==> config.mk <==
export PLATFORM = sky130hd
export DESIGN_NAME = fetch_sequencer
export DESIGN_NICKNAME = d
export VERILOG_FILES = /design/src/rtl/fetch_pkg.sv /design/src/rtl/fetch_sequencer.sv
export SDC_FILE = /design/constraint.sdc
export NUM_CORES = 1
export LEC_CHECK = 0
export ABC_AREA = 1
export CAP_MARGIN = 20
export CORE_MARGIN = 4
export CORE_UTILIZATION = 40
export DETAILED_ROUTE_END_ITERATION = 7
export PLACE_DENSITY = 0.7
export SKIP_LAST_GASP = 1
export SLEW_MARGIN = 20
export SYNTH_ARGS = -nofsm -noshare
export SYNTH_HDL_FRONTEND = slang
export SYNTH_SLANG_ARGS = --single-unit
==> constraint.sdc <==
create_clock -name clk -period 2.6 [get_ports clk]
set_input_delay 0.52 -clock clk [delete_from_list [all_inputs] [get_ports clk]]
set_output_delay 0.52 -clock clk [all_outputs]
set_load 0.005 [all_outputs]
==> src/rtl/fetch_pkg.sv <==
// Shared types for the instruction-fetch sequencer: FSM state encoding and instruction width.
package fetch_pkg;

    localparam int STATE_W = 2;
    localparam int INSTR_W = 32;

    typedef enum logic [STATE_W-1:0] {
        IDLE    = 2'd0,
        LOAD    = 2'd1,
        RELEASE = 2'd2,
        RUN     = 2'd3
    } fetch_state_e;

endpackage

==> src/rtl/fetch_sequencer.sv <==
// Fetch-stage sequencer: boot-loads IMEM from a valid/ready stream, releases IF from PC 0, then gates IF writes.
// Optional FETCH_SEQ_PERF_EN adds saturating fetch/stall performance counters.
module fetch_sequencer
    import fetch_pkg::*;
#(
    parameter int IMEM_DEPTH = 256,
    parameter int ADDR_W     = 8
) (
    input  logic               clk,
    input  logic               reset,
    input  logic               load_valid,
    input  logic [INSTR_W-1:0] load_data,
    input  logic               load_last,
    output logic               load_ready,
    output logic               imem_we,
    output logic [ADDR_W-1:0]  imem_waddr,
    output logic [INSTR_W-1:0] imem_wdata,
    input  logic               hazard_stall,
    input  logic               redirect,
    input  logic               halt_req,
    output logic               if_write,
    output logic               if_reset,
    output logic [STATE_W-1:0] state_o,
`ifdef FETCH_SEQ_PERF_EN
    output logic [31:0]        perf_fetch,
    output logic [31:0]        perf_stall,
`endif
    output logic               load_err
);

    // One extra bit so the counter can sit at IMEM_DEPTH without wrapping.
    localparam logic [ADDR_W:0] DEPTH_CNT = (ADDR_W+1)'(IMEM_DEPTH);

    fetch_state_e    state, state_nxt;
    logic [ADDR_W:0] word_cnt;
    logic            accept;
    logic            full;

    assign accept  = load_valid & load_ready;
    assign full    = (word_cnt == DEPTH_CNT);
    assign state_o = state;

    always_ff @(posedge clk) begin
        if (reset) state <= IDLE;
        else       state <= state_nxt;
    end

    always_comb begin
        state_nxt = state;
        case (state)
            IDLE:    if (accept) state_nxt = load_last ? RELEASE : LOAD;
            LOAD:    if (accept && (full || load_last)) state_nxt = RELEASE;
            RELEASE: state_nxt = RUN;
            RUN:     state_nxt = RUN;
            default: state_nxt = IDLE;
        endcase
    end

    // Outputs are combinational so IF sees stall/redirect with zero latency; reset forces safe values.
    always_comb begin
        load_ready = 1'b0;
        if_write   = 1'b0;
        if_reset   = 1'b1;
        if (!reset) begin
            case (state)
                IDLE, LOAD: load_ready = 1'b1;
                RELEASE:    if_write   = 1'b1;
                RUN: begin
                    if_reset = 1'b0;
                    if_write = redirect | (~hazard_stall & ~halt_req);
                end
                default: ;
            endcase
        end
    end

    // Loader datapath: one registered write per accepted word; overrun words are dropped.
    always_ff @(posedge clk) begin
        if (reset) begin
            word_cnt   <= '0;
            imem_we    <= 1'b0;
            imem_waddr <= '0;
            imem_wdata <= '0;
            load_err   <= 1'b0;
        end else begin
            imem_we <= 1'b0;
            if (accept) begin
                if (full) begin
                    load_err <= 1'b1;
                end else begin
                    imem_we    <= 1'b1;
                    imem_waddr <= word_cnt[ADDR_W-1:0];
                    imem_wdata <= load_data;
                    word_cnt   <= word_cnt + 1'b1;
                end
            end
        end
    end

`ifdef FETCH_SEQ_PERF_EN
    logic fetch_inc, stall_inc;

    assign fetch_inc = (state == RUN) & if_write & ~redirect;
    assign stall_inc = (state == RUN) & ~if_write;

    always_ff @(posedge clk) begin
        if (reset) begin
            perf_fetch <= '0;
            perf_stall <= '0;
        end else begin
            if (fetch_inc && perf_fetch != '1) perf_fetch <= perf_fetch + 32'd1;
            if (stall_inc && perf_stall != '1) perf_stall <= perf_stall + 32'd1;
        end
    end
`endif

endmodule
==> summary.md, run 1 <==
| Metric | Value |
|---|---|
| GRT Total Usage | 17.3% |
| Critical path capture point type | output pin |
| Leakage Power | 1.22 nW |
| Post-route clock skew | 0.00760 ns |
| Max-slew headroom | 68.1% |
| Reg2reg start | word_cnt[0]$_SDFFE_PP0P_ |
| Critical path class | in2out |
| RR Endpoint | imem_wdata[27]$_SDFFE_PP0P_ |
| Worst skew pair latency | 0.30 ns |
| Vias | 2,119 |
| Total Wirelength | 5610 microns |
| Setup bufs post-CTS | 0 |
| WP data required | 2.08 ns |
| R2R setup slack | 0.88 ns |
| DP HPWL | 3910 microns |
| Pin count of the biggest net entering global routing | 50 |
| Commonest non-fill, non-tap cell in the layout | nor2_1 |
| Grt ovf | 0 |
| Post-CTS Resized | 0 |
| Gpl congestion | 0.787 |
| Slew at the pin closest to its max-slew limit | 0.478 ns |
| Initial DRT Pass Iterations | 4 |
| Die height | 82.5 microns |
| Cell taking the most area after synthesis | dfxtp_1 |
| Horiz. Die Dim | 82.5 microns |
| Worst EP arrival | 1.72 ns |
| Syn_nets | 343 |
| Sequential Area | 1060 sq um |
| Crit path max fanout | 1 |
| Final-layout fill cell count | 508 |
| Total core area | 5240 sq um |
| Mapped Avg Cell Area | 7.34 sq um |
| Hold crit path type | reg2reg |
| First-pass GRT wire length | 9140 microns |
| Power density over cell area | 528 nW/um^2 |
| Layout cell share with drive strength beyond 1 | 7.83% |
| CTS max path bufs | 2 |
| Clock slew at reported path FFs | 0.10 ns |
| Synth Cell Area | 2220 sq um |
| DRC Markers | 0 |
| Yosys warning total | 0 |
| Sequential area share after synthesis | 47.9% |
| Tcrit/Tclk final | 86.1% |
| Max Cap Violations | 0 |
| Vias/cell | 4.68 |
| Ant diodes | 0 |
| IO Port Bufs | 85 |
| CTS sink cnt | 53 |
| Area occupied by multi-input gates | 970 sq um |
| Hold violation total from the final report | 0 |
| Max Freq | 0.447 GHz |
| Count of different cell masters after synthesis | 24 |
| Met2 GRT Util | 27.0% |
| Peak VDD IR | 0.310 mV |
| Num CTS Buffers | 5 |
| Initial Utilization | 42.3% |
| Status | completed |
| Crit start category | primary input |
| GR peak layer | met2 |
| Final setup fails | 0 |
| Synthesis-to-layout area growth | 42.9% |
| H-Tree Depth | 2 |
| Yosys reg bits | 53 |
| Setup crit start | hazard_stall |
| Tmin final | 2.24 ns |
| RSZ-0062 raised after global routing | no |
| Die area | 6800 sq um |
| Worst Setup EP | if_write |
| Root Buffer | clkbuf_8 |
| Synthesized instance count | 302 |
| Site Rows | 26 |
| Final max-slew violation count | 0 |
| Routed len/inst | 12.4 microns |
| Met1 usage | 22.9% |
| Number of global-route vias before repair | 2,016 |
| # IOs | 86 |
| Design Power | 1.67 mW |
| Commonest non-fill, non-tap cells in the layout | 97 x nor2_1, 85 x clkdlybuf4s50_1, 53 x dfxtp_1 |
| Nets | 423 |
| DRT iter0 DRCs | 91 |
| CTS tree | done |
| Initial antenna violation count | 0 |
| Remaining antenna violation count | 0 |
| Setup TNS | 0 ns |
| Met3 usage | 3.69% |
| Synth top area cells | dfxtp_1 48%, nor2_1 16%, o21ai_0 9.3%, nand2_1 6.4%, inv_1 2.4% |
| Quantity of hold-fixing buffers added after cts | 0 |
| Yosys top cell area share | 47.9% |
| R2R depth | 10 |
==> cell usage after synthesis <==
cell type,n
nor2_2,2
a21oi_2,5
inv_1,14
dfxtp_1,53
inv_2,2
nor2_4,1
nand3_1,10
xor2_1,1
o31ai_1,1
nand2_2,5
o21ai_0,41
a21oi_1,5
clkbuf_1,4
nand2_1,38
ha_1,2
buf_2,8
nor2_1,97
inv_4,1
buf_6,4
nand4_1,1
o21ai_1,2
nor3_1,3
buf_12,1
nand2_4,1
==> per-stage QoR <==
stage | std cells | worst slack [ns] | hold WS, ns | instance area [sq um] | utilization, %
2_1_floorplan | 302 | 0.888 | 0.447 | 2220 | -
5_1_grt | 453 | 0.262 | 0.503 | 3170 | 60.5
6_report | 453 | 0.362 | 0.459 | 3170 | 60.5
3_3_place_gp | 445 | 0.364 | 0.443 | 3070 | 58.7
3_5_place_dp | 445 | 0.368 | 0.452 | 3070 | 58.7
4_1_cts | 453 | 0.347 | 0.467 | 3170 | 60.5
==> layer usage <==
metal,part of all wire (%),routed length (microns)
met5,0,0
met3,5.6,317
met2,46,2590
met4,2.0,115
met1,46,2590
==> worst max-delay path, stage by stage <==
cell,delay [ns]
clkdlybuf4s50_1,0.40
nor2_1,0.10
nor3_1,0.05
nor3_1,0.13
clkdlybuf4s50_1,0.52
==> how the worst min path moves through the flow <==
| stage | depth (start not counted) | end | startpoint |
|---|---|---|---|
| after global placement | 2 | load_err$_SDFFE_PP0P_ | load_err$_SDFFE_PP0P_ |
| after global routing | 2 | load_err$_SDFFE_PP0P_ | load_err$_SDFFE_PP0P_ |
| after detailed placement | 2 | load_err$_SDFFE_PP0P_ | load_err$_SDFFE_PP0P_ |
| after CTS | 2 | load_err$_SDFFE_PP0P_ | load_err$_SDFFE_PP0P_ |
| after floorplan | 2 | load_err$_SDFFE_PP0P_ | load_err$_SDFFE_PP0P_ |
| final | 2 | load_err$_SDFFE_PP0P_ | load_err$_SDFFE_PP0P_ |
==> registers in the layout, summed over array words and instances (netlist names) <==
signal / cells
load_err: 1
imem_we: 1
state_o: 2
imem_wdata: 32
imem_waddr: 8
word_cnt: 9
==> cells by family (layout without fill, tap and decap cells) <==
family	after synthesis	after routing	synth area share, %
flip-flops	53	53	47.9
AND/OR/NAND/NOR	158	158	29.1
buffers and inverters	34	115	8.41
XOR/XNOR	1	1	0.395
adder cells (fa/ha/maj)	2	2	1.13
AO/OA/AOI/OAI	54	54	13.1
==> layout make-up <==
type                       count  share of cell area [%]
clock inverter                 2                   0.434
tap                           70                    2.76
inverter                      17                    2.09
timing repair buffer          90                    28.0
sequential                    53                    33.5
clock buffer                   6                    2.61
multi-input combinational    215                    30.6
==> power by group <==
part | total [mW] | switching [mW] | internal [mW]
Sequential | 0.889 | 0.0281 | 0.861
Clock | 0.484 | 0.268 | 0.216
Combinational | 0.300 | 0.123 | 0.176
Note: power is estimated with default switching activity, not from simulation.
==> run 2: changes to the inputs <==
==> constraint.sdc (replaced) <==
create_clock -name clk -period 2.9 [get_ports clk]
set_input_delay 0.58 -clock clk [delete_from_list [all_inputs] [get_ports clk]]
set_output_delay 0.58 -clock clk [all_outputs]
set_load 0.005 [all_outputs]
==> run 2 against run 1 <==
- clock-buffer cell count unchanged
- combinational power decreased by 11%
- sequential cell count unchanged
- design area decreased by 0.28%
- utilization decreased by 0.17 points
- clock skew decreased by 0.0017 ns
- via count decreased by 1.5%
- setup slack improved by 0.17 ns
- sequential share of layout area increased by 0.093 points
- routed wire length decreased by 2.8%
- register-to-register slack improved by 0.25 ns
- global-route usage decreased by 0.53 points
- critical path type unchanged
- highest routed layer unchanged
==> summary.md, run 2 (synthesis results as in run 1) <==
| Metric | Value |
|---|---|
| Status | completed |
| Final max-slew violation count | 0 |
| Die area | 6800 sq um |
| Max-slew headroom | 68.7% |
| Hold crit path type | reg2reg |
| Setup TNS | 0 ns |
| Nets | 421 |
| CTS tree | done |
| Initial antenna violation count | 0 |
| Initial Utilization | 42.3% |
| Initial DRT Pass Iterations | 4 |
| Commonest non-fill, non-tap cell in the layout | nor2_1 |
| Peak VDD IR | 0.272 mV |
| Post-CTS Resized | 0 |
| Critical path class | in2out |
| Quantity of hold-fixing buffers added after cts | 0 |
| Grt ovf | 0 |
| Layout cell share with drive strength beyond 1 | 7.11% |
| CTS sink cnt | 53 |
| Pin count of the biggest net entering global routing | 50 |
| IO Port Bufs | 85 |
| Leakage Power | 1.20 nW |
| Critical path capture point type | output pin |
| CTS max path bufs | 2 |
| Horiz. Die Dim | 82.5 microns |
| Root Buffer | clkbuf_8 |
| RSZ-0062 raised after global routing | no |
| Site Rows | 26 |
| Total Wirelength | 5450 microns |
| Vias/cell | 4.64 |
| Ant diodes | 0 |
| Clock slew at reported path FFs | 0.09 ns |
| Gpl congestion | 0.803 |
| Core Util, Final | 60.3% |
| Num CTS Buffers | 5 |
| Design Power | 1.48 mW |
| Hold Slack | 0.460 ns |
| # IOs | 86 |
| Setup bufs post-CTS | 0 |
| Biggest regs | imem_wdata: 32 flops, word_cnt: 9 flops, imem_waddr: 8 flops |
| Final setup fails | 0 |
| Post-route clock skew | 0.00593 ns |
| Worst EP arrival | 1.79 ns |
| Largest Register | imem_wdata |
| Pre-CTS setup slack | 0.532 ns |
| Max Freq | 0.422 GHz |
| Crit start category | primary input |
| Max Cap Violations | 0 |
| H-Tree Depth | 2 |
| Routed len/inst | 12.1 microns |
| Remaining antenna violation count | 0 |
| Tcrit/Tclk final | 81.7% |
| DRC Markers | 0 |
| Setup WS post-layout | 0.530 ns |
| Slew at the pin closest to its max-slew limit | 0.468 ns |
| Total core area | 5240 sq um |
| GRT Total Usage | 16.8% |
| WP data required | 2.32 ns |
| Number of global-route vias before repair | 1,926 |
| Synthesis-to-layout area growth | 42.6% |
| Hold violation total from the final report | 0 |
| First-pass GRT wire length | 8850 microns |
| Tmin final | 2.37 ns |
| DP HPWL | 3800 microns |
| Max reg flops | 32 |
| Vias | 2,087 |
| DRT iter0 DRCs | 122 |
| Worst skew pair latency | 0.30 ns |
| Commonest non-fill, non-tap cells in the layout | 97 x nor2_1, 85 x clkdlybuf4s50_1, 53 x dfxtp_1 |
| Die height | 82.5 microns |
| Power density over cell area | 469 nW/um^2 |
| Crit path max fanout | 1 |
run 2: cell types whose count changed in the layout (fill, tap and decap cells not counted), sizes merged:
cell      previous run  this run
clkinvlp             0         1
clkinv               2         0
buf                  5         3
run 2: worst max-delay path, cell delays in order:
cell and delay, ns:
clkdlybuf4s50_1 0.39, nor2_1 0.11, nor3_1 0.05, nor3_1 0.13, clkdlybuf4s50_1 0.53
run 2: power by group:
group | switching (mW) | internal (mW) | total (mW)
sequential | 0.0251 | 0.772 | 0.797
clock | 0.230 | 0.189 | 0.419
combinational | 0.109 | 0.158 | 0.267
total | 0.364 | 1.12 | 1.48
run 2: metrics by stage:
stage | area [sq um] | cells
2_1_floorplan | 2220 | 302
3_3_place_gp | 3070 | 443
3_5_place_dp | 3070 | 443
4_1_cts | 3160 | 450
5_1_grt | 3160 | 450
6_report | 3160 | 450
run 2: final timing paths:
kind	start	slack, ns	cells after the start	endpoint
worst min-delay path	load_err$_SDFFE_PP0P_	0.46	2	load_err$_SDFFE_PP0P_
worst max register to register	word_cnt[0]$_SDFFE_PP0P_	1.13	10	word_cnt[7]$_SDFFE_PP0P_
worst max-delay path	hazard_stall	0.53	5	if_write
worst min register to register	load_err$_SDFFE_PP0P_	0.46	2	load_err$_SDFFE_PP0P_
run 2: layout make-up:
type,count,area (sq um)
multi-input cells,215,970
repair buffers,88,886
fillers,503,2080
clock buffers,6,82.6
flip-flops and latches,53,1060
inverters,17,66.3
clock inverters,1,7.51
well taps,70,87.6
run 2: metal layers:
layer / global-route usage [%] / vias to the layer above / wire length (microns)
li1: - / 1104 / -
met3: 5.10 / 7 / 392
met4: 6.15 / 0 / 96
met2: 26.3 / 56 / 2530
met5: 0 / - / 0
met1: 21.7 / 920 / 2440
==> run 3: changes to the inputs <==
==> constraint.sdc (replaced) <==
create_clock -name clk -period 2.25 [get_ports clk]
set_input_delay 0.45 -clock clk [delete_from_list [all_inputs] [get_ports clk]]
set_output_delay 0.45 -clock clk [all_outputs]
set_load 0.005 [all_outputs]
==> run 3 against run 2 <==
- first-iteration DRC count is 11% lower
- setup slack worse by 0.40 ns
- sequential share of layout area is 0.43 points lower
- critical path type unchanged
- critical endpoint unchanged
- sequential cell count is the same
- final cell count is 0.44% higher
- critical path depth down 2
- via count grew 1.8%
- largest cell class unchanged
- power grew 36%
- combinational power increased by 32%
==> summary.md, run 3 (synthesis results as in run 1) <==
| Metric | Value |
|---|---|
| Num CTS Buffers | 5 |
| Horiz. Die Dim | 82.5 microns |
| Total core area | 5240 sq um |
| Core Util, Final | 61.1% |
| Site Rows | 26 |
| First-pass GRT wire length | 8860 microns |
| Gpl congestion | 0.846 |
| Critical path class | in2out |
| Die height | 82.5 microns |
| Status | completed |
| Biggest regs | imem_wdata: 32 flops, word_cnt: 9 flops, imem_waddr: 8 flops |
| Max reg flops | 32 |
| Tmin final | 2.12 ns |
| Ant diodes | 0 |
| Pin count of the biggest net entering global routing | 50 |
| DP HPWL | 3890 microns |
| DRT iter0 DRCs | 109 |
| Vias/cell | 4.70 |
| Worst skew pair latency | 0.30 ns |
| Initial DRT Pass Iterations | 4 |
| Hold Slack | 0.459 ns |
| Post-route clock skew | 0.00377 ns |
| Quantity of hold-fixing buffers added after cts | 0 |
| Final max-slew violation count | 0 |
| Critical path capture point type | output pin |
| Final setup fails | 0 |
| Setup TNS | 0 ns |
| Met3 usage | 4.45% |
| RSZ-0062 raised after global routing | no |
| Worst EP arrival | 1.67 ns |
| Crit path max fanout | 5 |
| Hold violation total from the final report | 0 |
| GRT Total Usage | 16.7% |
| Crit start category | primary input |
| Max Freq | 0.472 GHz |
| IO Port Bufs | 85 |
| Number of global-route vias before repair | 1,952 |
| Vias | 2,124 |
| Finished Cell Area | 3200 sq um |
| Synthesis-to-layout area growth | 44.4% |
| DRC Markers | 0 |
| Setup bufs post-CTS | 0 |
| GR peak layer | met2 |
| Routed len/inst | 12.3 microns |
| Commonest non-fill, non-tap cell in the layout | nor2_1 |
| Peak VDD IR | 0.275 mV |
| Met2 GRT Util | 27.6% |
| Leakage Power | 1.23 nW |
| # IOs | 86 |
| Placed cell areas | 3100 sq um |
| Max Cap Violations | 0 |
| Design Power | 2.01 mW |
| Die area | 6800 sq um |
| Root Buffer | clkbuf_8 |
| CTS tree | done |
| Largest Register | imem_wdata |
| Initial antenna violation count | 0 |
| Hold crit path type | reg2reg |
| WP data required | 1.80 ns |
| Post-CTS Resized | 0 |
| Grt ovf | 0 |
| Tcrit/Tclk final | 94.1% |
| Clock slew at reported path FFs | 0.09 ns |
| Nets | 423 |
| Commonest non-fill, non-tap cells in the layout | 97 x nor2_1, 85 x clkdlybuf4s50_1, 53 x dfxtp_1 |
| Power density over cell area | 628 nW/um^2 |
| H-Tree Depth | 2 |
| CTS sink cnt | 53 |
| Max-slew headroom | 68.3% |
| Slew at the pin closest to its max-slew limit | 0.476 ns |
| Met1 usage | 20.5% |
| Total Wirelength | 5550 microns |
| Initial Utilization | 42.3% |
| Remaining antenna violation count | 0 |
| Layout cell share with drive strength beyond 1 | 7.59% |
| CTS max path bufs | 2 |
[run 3: changes by cell type in the layout (fill, tap and decap cells not counted), sizes merged]
cell      delta
clkinv       +1
clkbuf       -1
bufinv       +1
buf          +2
clkinvlp     -1
[run 3: power by group]
part	internal, mW	switching (mW)
Sequential	0.995	0.0326
Clock	0.324	0.308
Combinational	0.209	0.143
[run 3: layer usage]
metal	wire, microns	up-vias
met5	0	-
met4	111	0
met3	366	10
met2	2630	59
met1	2440	948
li1	-	1107
[run 3: path summary, 6_finish.rpt]
| path | from | endpoint | slack (ns) | depth (start not counted) |
|---|---|---|---|---|
| setup / recovery | reset | if_write | 0.13 | 3 |
| hold / removal | load_err$_SDFFE_PP0P_ | load_err$_SDFFE_PP0P_ | 0.46 | 2 |
| setup reg to reg | word_cnt[1]$_SDFFE_PP0P_ | imem_wdata[16]$_SDFFE_PP0P_ | 0.55 | 8 |
| hold reg to reg | load_err$_SDFFE_PP0P_ | load_err$_SDFFE_PP0P_ | 0.46 | 2 |
[run 3: through the flow]
| step | setup WS [ns] | cells |
|---|---|---|
| floorplan | 0.678 | 302 |
| global route | 0.0487 | 452 |
| global placement | 0.147 | 445 |
| finish | 0.132 | 452 |
| CTS | 0.113 | 452 |
| detailed placement | 0.124 | 445 |
[run 3: cell type report]
cell class              instances  area (sq um)
clock buffers                   5          68.8
flip-flops and latches         53          1060
fillers                       482          2040
multi-input cells             215           970
well taps                      70          87.6
inverters                      17          66.3
repair buffers                 90           913
clock inverters                 2          35.0
[run 3: worst max-delay path: stages]
cell,delay (ns)
clkdlybuf4s50_1,0.49
nor3_1,0.20
clkdlybuf4s50_1,0.53
